**src/rtl/period_gen_pkg.sv**
```systemverilog
// Shared types and config helpers for the phase-accumulator period generator.
package period_gen_pkg;

    localparam int unsigned WIDTH_DEF = 32;
    // Helpers use a fixed wide argument so they serve any WIDTH up to 63.
    localparam int unsigned FN_W = 64;

    typedef enum logic {
        IDLE,
        RUN
    } state_e;

    function automatic logic cfg_legal(input logic [FN_W-1:0] period,
                                       input logic [FN_W-1:0] clk_period);
        return (period == '0) || (period >= (clk_period << 1));
    endfunction

    function automatic logic [FN_W-1:0] clamp_high(input logic [FN_W-1:0] high,
                                                   input logic [FN_W-1:0] period);
        return (high > period) ? period : high;
    endfunction

endpackage

```
**src/rtl/period_gen_acc.sv**
```systemverilog
// Phase accumulator: advances by one reference period per step and reports the wrap.
module period_gen_acc
    import period_gen_pkg::*;
#(
    parameter int unsigned CLK_PERIOD_1000 = 10000,
    parameter int unsigned WIDTH           = WIDTH_DEF
) (
    input  logic             i_clk,
    input  logic             i_rst_n,
    input  logic             i_clr,
    input  logic             i_step,
    input  logic [WIDTH-1:0] i_period,
    output logic             o_wrap,
    output logic [WIDTH-1:0] o_acc_next
);

    localparam logic [WIDTH:0] INC = (WIDTH+1)'(CLK_PERIOD_1000);

    logic [WIDTH-1:0] r_acc;
    logic [WIDTH:0]   w_sum;

    always_comb begin
        w_sum      = {1'b0, r_acc} + INC;
        o_wrap     = (w_sum >= {1'b0, i_period});
        o_acc_next = WIDTH'(o_wrap ? (w_sum - {1'b0, i_period}) : w_sum);
    end

    always_ff @(posedge i_clk or negedge i_rst_n) begin
        if (!i_rst_n) begin
            r_acc <= '0;
        end else if (i_clr) begin
            r_acc <= '0;
        end else if (i_step) begin
            r_acc <= o_acc_next;
        end
    end

endmodule

```
**src/rtl/period_gen.sv**
```systemverilog
// Period/high-time waveform generator with handshaked config applied at period boundaries.
module period_gen
    import period_gen_pkg::*;
#(
    parameter int unsigned CLK_PERIOD_1000 = 10000,
    parameter int unsigned WIDTH           = WIDTH_DEF
) (
    input  logic             i_clk,
    input  logic             i_rst_n,
    input  logic             i_pwrdwn,
    input  logic             i_cfg_valid,
    output logic             o_cfg_ready,
    input  logic [WIDTH-1:0] i_cfg_period_1000,
    input  logic [WIDTH-1:0] i_cfg_high_1000,
    output logic             o_cfg_err,
    output logic             o_gen_out,
    output logic             o_period_start,
    output logic             o_running
);

    state_e           r_state;
    logic [WIDTH-1:0] r_period_act;
    logic [WIDTH-1:0] r_high_act;
    logic [WIDTH-1:0] r_pend_period;
    logic [WIDTH-1:0] r_pend_high;
    logic             r_pend_full;
    logic             r_cfg_err;
    logic             r_gen_out;
    logic             r_period_start;
    logic             r_running;

    logic             w_xfer;
    logic             w_legal;
    logic             w_accept;
    logic [WIDTH-1:0] w_cfg_high;
    logic             w_step;
    logic             w_wrap;
    logic             w_wrap_take;
    logic             w_stop;
    logic [WIDTH-1:0] w_acc_next;
    logic [WIDTH-1:0] w_period_next;
    logic [WIDTH-1:0] w_high_next;

    assign o_cfg_ready    = !r_pend_full && !i_pwrdwn;
    assign o_cfg_err      = r_cfg_err;
    assign o_gen_out      = r_gen_out;
    assign o_period_start = r_period_start;
    assign o_running      = r_running;

    assign w_xfer     = i_cfg_valid && o_cfg_ready;
    assign w_legal    = cfg_legal(FN_W'(i_cfg_period_1000), FN_W'(CLK_PERIOD_1000));
    assign w_accept   = w_xfer && w_legal;
    assign w_cfg_high = WIDTH'(clamp_high(FN_W'(i_cfg_high_1000), FN_W'(i_cfg_period_1000)));

    // r_running low while in RUN marks the entry cycle, which restarts the phase at 0.
    assign w_step        = (r_state == RUN) && r_running && !i_pwrdwn;
    assign w_wrap_take   = w_step && w_wrap;
    assign w_period_next = (w_wrap_take && r_pend_full) ? r_pend_period : r_period_act;
    assign w_high_next   = (w_wrap_take && r_pend_full) ? r_pend_high : r_high_act;
    assign w_stop        = w_wrap_take && (w_period_next == '0);

    period_gen_acc #(
        .CLK_PERIOD_1000 (CLK_PERIOD_1000),
        .WIDTH           (WIDTH)
    ) u_acc (
        .i_clk      (i_clk),
        .i_rst_n    (i_rst_n),
        .i_clr      (!w_step || w_stop),
        .i_step     (w_step),
        .i_period   (r_period_act),
        .o_wrap     (w_wrap),
        .o_acc_next (w_acc_next)
    );

    always_ff @(posedge i_clk or negedge i_rst_n) begin
        if (!i_rst_n) begin
            r_state        <= IDLE;
            r_period_act   <= '0;
            r_high_act     <= '0;
            r_pend_period  <= '0;
            r_pend_high    <= '0;
            r_pend_full    <= 1'b0;
            r_cfg_err      <= 1'b0;
            r_gen_out      <= 1'b0;
            r_period_start <= 1'b0;
            r_running      <= 1'b0;
        end else begin
            r_cfg_err      <= w_xfer && !w_legal;
            r_period_start <= 1'b0;
            if (i_pwrdwn) begin
                r_state     <= IDLE;
                r_gen_out   <= 1'b0;
                r_running   <= 1'b0;
                r_pend_full <= 1'b0;
            end else begin
                unique case (r_state)
                    IDLE: begin
                        r_gen_out <= 1'b0;
                        r_running <= 1'b0;
                        if (w_accept) begin
                            r_period_act <= i_cfg_period_1000;
                            r_high_act   <= w_cfg_high;
                        end
                        if (w_accept ? (i_cfg_period_1000 != '0) : (r_period_act != '0)) begin
                            r_state <= RUN;
                        end
                    end
                    RUN: begin
                        if (w_accept) begin
                            r_pend_period <= i_cfg_period_1000;
                            r_pend_high   <= w_cfg_high;
                            r_pend_full   <= 1'b1;
                        end
                        if (!r_running) begin
                            r_running      <= 1'b1;
                            r_period_start <= 1'b1;
                            r_gen_out      <= (r_high_act != '0);
                        end else begin
                            if (w_wrap) begin
                                r_period_start <= 1'b1;
                                if (r_pend_full) begin
                                    r_period_act <= r_pend_period;
                                    r_high_act   <= r_pend_high;
                                    r_pend_full  <= 1'b0;
                                end
                            end
                            if (w_stop) begin
                                r_state   <= IDLE;
                                r_gen_out <= 1'b0;
                                r_running <= 1'b0;
                            end else begin
                                r_gen_out <= (w_acc_next < w_high_next);
                            end
                        end
                    end
                    default: r_state <= IDLE;
                endcase
            end
        end
    end

endmodule

```
**config.mk**
```make
export PLATFORM = sky130hd
export DESIGN_NAME = period_gen
export DESIGN_NICKNAME = d
export VERILOG_FILES = /design/src/rtl/period_gen_pkg.sv /design/src/rtl/period_gen_acc.sv /design/src/rtl/period_gen.sv
export SDC_FILE = /design/constraint.sdc
export NUM_CORES = 1
export LEC_CHECK = 0
export CAP_MARGIN = 20
export CORE_MARGIN = 1.5
export CORE_UTILIZATION = 40
export CTS_BUF_LIST = sky130_fd_sc_hd__clkbuf_16
export CTS_CLUSTER_DIAMETER = 150
export DETAILED_ROUTE_END_ITERATION = 7
export GPL_TIMING_DRIVEN = 0
export PLACE_DENSITY_LB_ADDON = 0.08
export SETUP_SLACK_MARGIN = 0.3
export SKIP_CTS_REPAIR_TIMING = 1
export SYNTH_ARGS = -nofsm -noshare
export SYNTH_HDL_FRONTEND = slang
export SYNTH_HIERARCHICAL = 1
export SYNTH_SLANG_ARGS = --single-unit
```
**constraint.sdc**
```tcl
create_clock -name i_clk -period 5.75 [get_ports i_clk]
set_clock_uncertainty 0.1 [all_clocks]
set_input_delay 1.4375 -clock i_clk [delete_from_list [all_inputs] [get_ports i_clk]]
set_output_delay 1.4375 -clock i_clk [all_outputs]
set_load 0.01 [all_outputs]
```
After elaboration in Yosys (flattened, before gate mapping):

Cells that the tools add are included.

* bits in registers: 166
* input bits: 68
* output and inout bits: 5
* word-level logic and storage cells: 85

* $add $sub $neg: 2
* order comparisons: 4
* equal/unequal tests: 4
* multiplexer cells: 38
* bitwise gates (word level): 2
* reduce and logical (&&, ||, !) cells: 24

Operator list (count)
* $mux W32: 14
* $pmux W32 S2: 2
* $reduce_bool A32 Y1: 3
* $logic_not A32 Y1: 2
* $add A32 B14 Y33 const B: 1
* $ge A33 B32 Y1: 1
* $ge A32 B15 Y1 const B: 1
* $gt A32 B32 Y1: 1
* $lt A32 B32 Y1: 1
* $sub A32 B32 Y32: 1
* $mux W1: 19
* $logic_and A1 B1 Y1: 9
* $ne A2 B1 Y1 const B: 3
* $pmux W1 S2: 3
* $reduce_and A5 Y1: 1
* $logic_not A1 Y1: 4
* $reduce_bool A2 Y1: 2
* $reduce_and A3 Y1: 1
* $logic_or A1 B1 Y1: 2
* $ne A2 B2 Y1 const B: 1
* $not A1 Y1: 2

Longest topological paths before layout:

* depth in word-level cells: 11
* mapped depth: 30
* mapped depth without buffers: 26

Modules after synthesis:

Netlist, hierarchy kept.

By module, submodules not included
* period_gen: times used 1, cells an instance 904, area each 8150.3 µm², sequential area each 3353.2 µm²
* period_gen_acc: times used 1, cells an instance 576, area each 4381.7 µm², sequential area each 800.8 µm²

Worst setup path before layout:

OpenSTA, ideal clock, no wires.

* kind: flip-flop to flip-flop
* from: reg u_acc.r_acc[4]
* to: reg r_gen_out (netlist: o_gen_out)
* setup time: 0.071 ns
* data arrival time: 5.669 ns
* required time: 5.579 ns
* setup slack: -0.090 ns
* stages on the path, launching flop included: 29
* buffers on the path: 4
* clock period less this slack: 5.840 ns
* cells stage by stage: dfrtp_1 -> ha_1 -> a311oi_1 -> a21oi_1 -> nor2_1 -> nor2_1 -> and3_1 -> xnor2_1 -> inv_1 -> ha_1 -> clkbuf_1 -> and2_1 -> nand3_1 -> or3_1 -> nor3_1 -> nor3_4 -> inv_4 -> buf_4 -> buf_2 -> nand3_2 -> buf_2 -> mux2i_1 -> ha_1 -> a21o_1 -> a21o_1 -> a21oi_1 -> o211ai_1 -> a221o_1 -> nor2_1

* cells in the longest elaborated chain, start to end: 11
* elaborated cells between the ends (all ways): 15
* classes of those cells: add/sub: 2; order compare: 2; mux: 7; reduce/logical: 4

Ends and longest elaborated chain
* start, declared: line period_gen_acc.sv:19 `logic [WIDTH-1:0] r_acc;`
* start signal, assigned: line period_gen_acc.sv:34 `r_acc <= o_acc_next;`
* $add A32 B14 Y33 (*): line period_gen_acc.sv:23 `w_sum = {1'b0, r_acc} + INC;`
* $ge A33 B32 Y1 (*): line period_gen_acc.sv:24 `o_wrap = (w_sum >= {1'b0, i_period});`
* named net w_wrap: line period_gen.sv:37 `logic w_wrap;`
* parallel branches: the longest is 5 deep, another holds $lt A32 B32 Y1
* $mux W1 (*): line period_gen.sv:127 `if (w_stop) begin`
* $mux W1 (*): line period_gen.sv:114 `if (!r_running) begin`
* $pmux W1 S2 (*): line period_gen.sv:96 `unique case (r_state)`
* $mux W1 (*): line period_gen.sv:90 `if (i_pwrdwn) begin`
* end signal, assigned: line period_gen.sv:117 `r_gen_out <= (r_high_act != '0);`
* end signal, assigned: line period_gen.sv:132 `r_gen_out <= (w_acc_next < w_high_next);`
* end, declared: line period_gen.sv:28 `logic r_gen_out;`

Mark *: on every way through the listed nets, which the timed path passes.
A chain may end at the register's enable or synchronous reset.

Worst setup path after layout:

Same ends and word-level chain as after synthesis.

==> metrics.md <==
| Metric | Value |
|---|---|
| Outcome | `finished, violations left` |
| Failing checks | `DRC, setup timing` |
| Yosys cell types | `85` |
| Layout cells sized above 1 | `between 10% and 20%` |
| DR WL met2 | `20.28 mm` |
| Fin Hold WS | `slightly above 400 ps` |
| Yosys reg bits | `166` |
| Core ar. | `30,750 um2` |
| Root Driver | `clkbuf_16` |
| CP Launch Type | `flip-flop` |
| Top Metal Used | `met4` |
| Tcrit/Tclk final | `101.7%` |
| Min setup slack post-route | `-97.28 ps` |
| Number of synthesized flops with an enable pin | `0` |
| Antenna-violating nets left | `0` |
| DRT iter0 DRCs | `857` |
| Pre-Repair DR Iteration Count | `7` |
| Final net count | `1,782` |
| CTS Buf Count | `17` |
| Top_reg_cell synth | `dfrtp_1` |
| CTS tree | `yes` |
| R2R setup slack | `-100 ps` |
| Max-slew violations | `0` |
| Die height | `180 um` |
| N_diodes | `0` |
| RSZ-0062 raised after global routing | `yes` |
| FF/Latch Area | `4158 um2` |
| Setup crit end | `o_gen_out` |
| Cell Pwr Density | `around 270 nW/um2` |
| Die W | `180 um` |
| Crit path max fanout | `10` |
| Drt total wl | `44.06 mm` |
| Final Core Density | `49.73%` |
| Pwr Total | `4121 uW` |
| Initial antenna violation count | `0` |
| DRC viols | `1` |
| Mapped cell area | `12,530 um2` |
| Vias post-DR | `11,830` |
| Avg Cell Area, Syn | `8.468 um2` |
| Mapped Cells | `1,480` |
| Initial core utilization | `between 40 and 50%` |
| Max Buffers Root-to-Sink | `2` |
| CP startpoint | `u_acc/r_acc[4]` |
| Max cap viols | `0` |
| Row cnt | `64` |
| Syn_nets | `roughly 1,600` |
| Reg-to-Reg Start | `u_acc/r_acc[4]` |
| Total Neg Setup Slack | `-97.28 ps` |
| Area after DPL | `13,810 um2` |
| Gp weighted congestion | `0.9236` |
| P&R area growth vs syn | `22.03%` |
| Post-route cell area | `15,290 um2` |
| Max transition margin | `between 40% and 50%` |
| Final setup viols | `1` |
| WL met1 | `about 21 mm` |
| Fraction of registers with async set/reset | `100.0%` |
| First-pass GRT wire length | `65.59 mm` |
| CTS H-tree depth | `4` |
| Min-Delay Path Class | `flip-flop to flip-flop` |
| Final min period | `5847 ps` |
| Worst-Margin Slew | `804.0 ps` |
| YS warnings | `6` |
| Largest net degree at the start of global routing | `between 100 and 150` |
| Total die area | `32,400 um2` |
| Fill count | `roughly 3,000` |
| Routed len/inst | `21.77 um` |
| Worst path required time | `between 6000 and 7000 ps` |
| IO Pins | `73` |
| Final hold violations | `0` |
| Area of the multi-input gates | `8152 um2` |
| # port buffers | `72` |
| Worst-path clk slew | `70 ps` |
| Pleak | `0.006895 uW` |
| Reg2reg path depth | `26` |
| Number of global-route vias before repair | `between 10,000 and 15,000` |
| WS Path Type | `flip-flop to flip-flop` |
| # clock sinks | `166` |
| VDD IR max | `0.1839 mV` |
| GRT Overall Usage | `26.46%` |
| Hpwl dp | `33.93 mm` |
| RR Endpoint | `o_gen_out` |
| Later-pin clock latency in the skew report | `440 ps` |
| Critical Path AT | `6110 ps` |
| Overflow after GRT | `0` |
| Via density | `5.845` |
| DR WL met3 | `1.806 mm` |
| Post-synthesis sequential area ratio | `33.15%` |
| F_max | `171.0 MHz` |
| CP Capture Type | `flip-flop` |
[layout by cell type, fill, tap and decap left out, drive strengths merged, types with 6 or more instances in the layout]
cell type,n
nand2,169
dfrtp,166
a21oi,156
o21ai,104
ha,97
nor2,95
inv,82
buf,76
clkdlybuf4s50,71
mux2i,70
clkbuf,64
a31oi,42
nor4,40
nor2b,39
nand3b,35
xnor2,33
nand3,32
nand4,31
a21o,26
nor3,21
o21a,19
xor2,16
and3,13
mux2,13
or3,10
a311oi,9
a211oi,7
clkinv,7
a2111oi,6
[power by group]
part	switching, uW	internal [uW]
logic	801	546
registers	224	1410
clock network	506	633
total	1530	2590
[state kept, by name (all words and copies together), names as in the netlist]
register / cells
o_period_start: 1
u_acc/r_acc: 32
r_period_act: 32
o_gen_out: 1
o_running: 1
r_pend_full: 1
r_pend_period: 32
r_state: 1
r_pend_high: 32
r_high_act: 32
o_cfg_err: 1
[cell usage after synthesis, types with 10 or more instances]
cell / number / area share [%]
or3_1: 10 / 0.50
nand2_1: 166 / 5.0
xor2_1: 16 / 1.1
nor4_1: 39 / 1.9
clkbuf_1: 46 / 1.4
o21a_1: 19 / 1.1
a31oi_1: 41 / 2.0
and3_1: 13 / 0.65
inv_1: 80 / 2.4
a21oi_1: 155 / 6.2
o21ai_0: 101 / 4.0
mux2i_1: 70 / 5.6
nand3b_1: 35 / 2.1
nor2b_1: 39 / 1.9
buf_2: 24 / 0.96
dfrtp_1: 166 / 33
nor2_1: 95 / 2.8
nand3_1: 28 / 1.1
a21o_1: 26 / 1.6
ha_1: 97 / 9.7
nor3_1: 19 / 0.76
nand4_1: 31 / 1.5
xnor2_1: 33 / 2.3
[critical path, cell delays in order (launching register included)]
cell	delay [ps]
dfrtp_2	480
ha_4	190
a311oi_4	250
a21oi_2	120
nor2_4	210
buf_6	130
xnor2_2	110
ha_2	320
a21o_1	200
a311oi_2	330
and3b_1	220
a21boi_4	300
nor3_4	100
nor3_4	330
inv_4	90
buf_12	160
buf_12	130
nand3_4	160
buf_8	180
mux2i_1	310
ha_1	310
a21o_1	160
a21o_1	170
a21oi_1	130
o21ai_0	80
a221o_1	320
nor2_2	150
[cells by family after synthesis]
family	Yosys count	synth area share (%)
flops	166	33.15
xor+xnor	49	3.425
fa+ha+maj	98	9.844
simple gates	513	20.90
compound gates	412	20.54
buf+inv	159	5.391
mux	83	6.759
[worst min-delay path by stage]
stage | slack [ps] | depth (start not counted) | start | to
finish | 410 | 2 | r_pend_period[19] | r_pend_period[19]
global route | 440 | 2 | r_pend_period[2] | r_pend_period[2]
CTS | 420 | 2 | r_pend_period[2] | r_pend_period[2]
detailed placement | 400 | 2 | r_pend_period[10] | r_pend_period[10]
global placement | 390 | 2 | r_pend_period[31] | r_pend_period[31]
floorplan | 370 | 2 | r_pend_period[13] | r_pend_period[13]
[through the flow]
step                      instances  setup slack, ps
after global placement         1948            -4296
after detailed placement       1949            -1313
final                          2024           -97.28
after floorplan                1480            307.8
after CTS                      1980            -1326
after global routing           2024           -289.9
[final cells by class]
class / instances / share of cell area, %
Buffer: 78 / 3.101
Tap cell: 396 / 3.240
Sequential cell: 166 / 27.19
Inverter: 81 / 2.029
Clock buffer: 17 / 2.782
Timing Repair Buffer: 116 / 7.454
Multi-Input combinational cell: 1156 / 53.31
Clock inverter: 14 / 0.9000
[layer usage]
layer / vias up / GRT usage, %
met5: - / 0
li1: 5646 / -
met2: 307 / 42.55
met1: 5816 / 37.58
met3: 61 / 2.431
met4: 0 / 8.203
No activity file was read; power rests on OpenSTA's default activity.
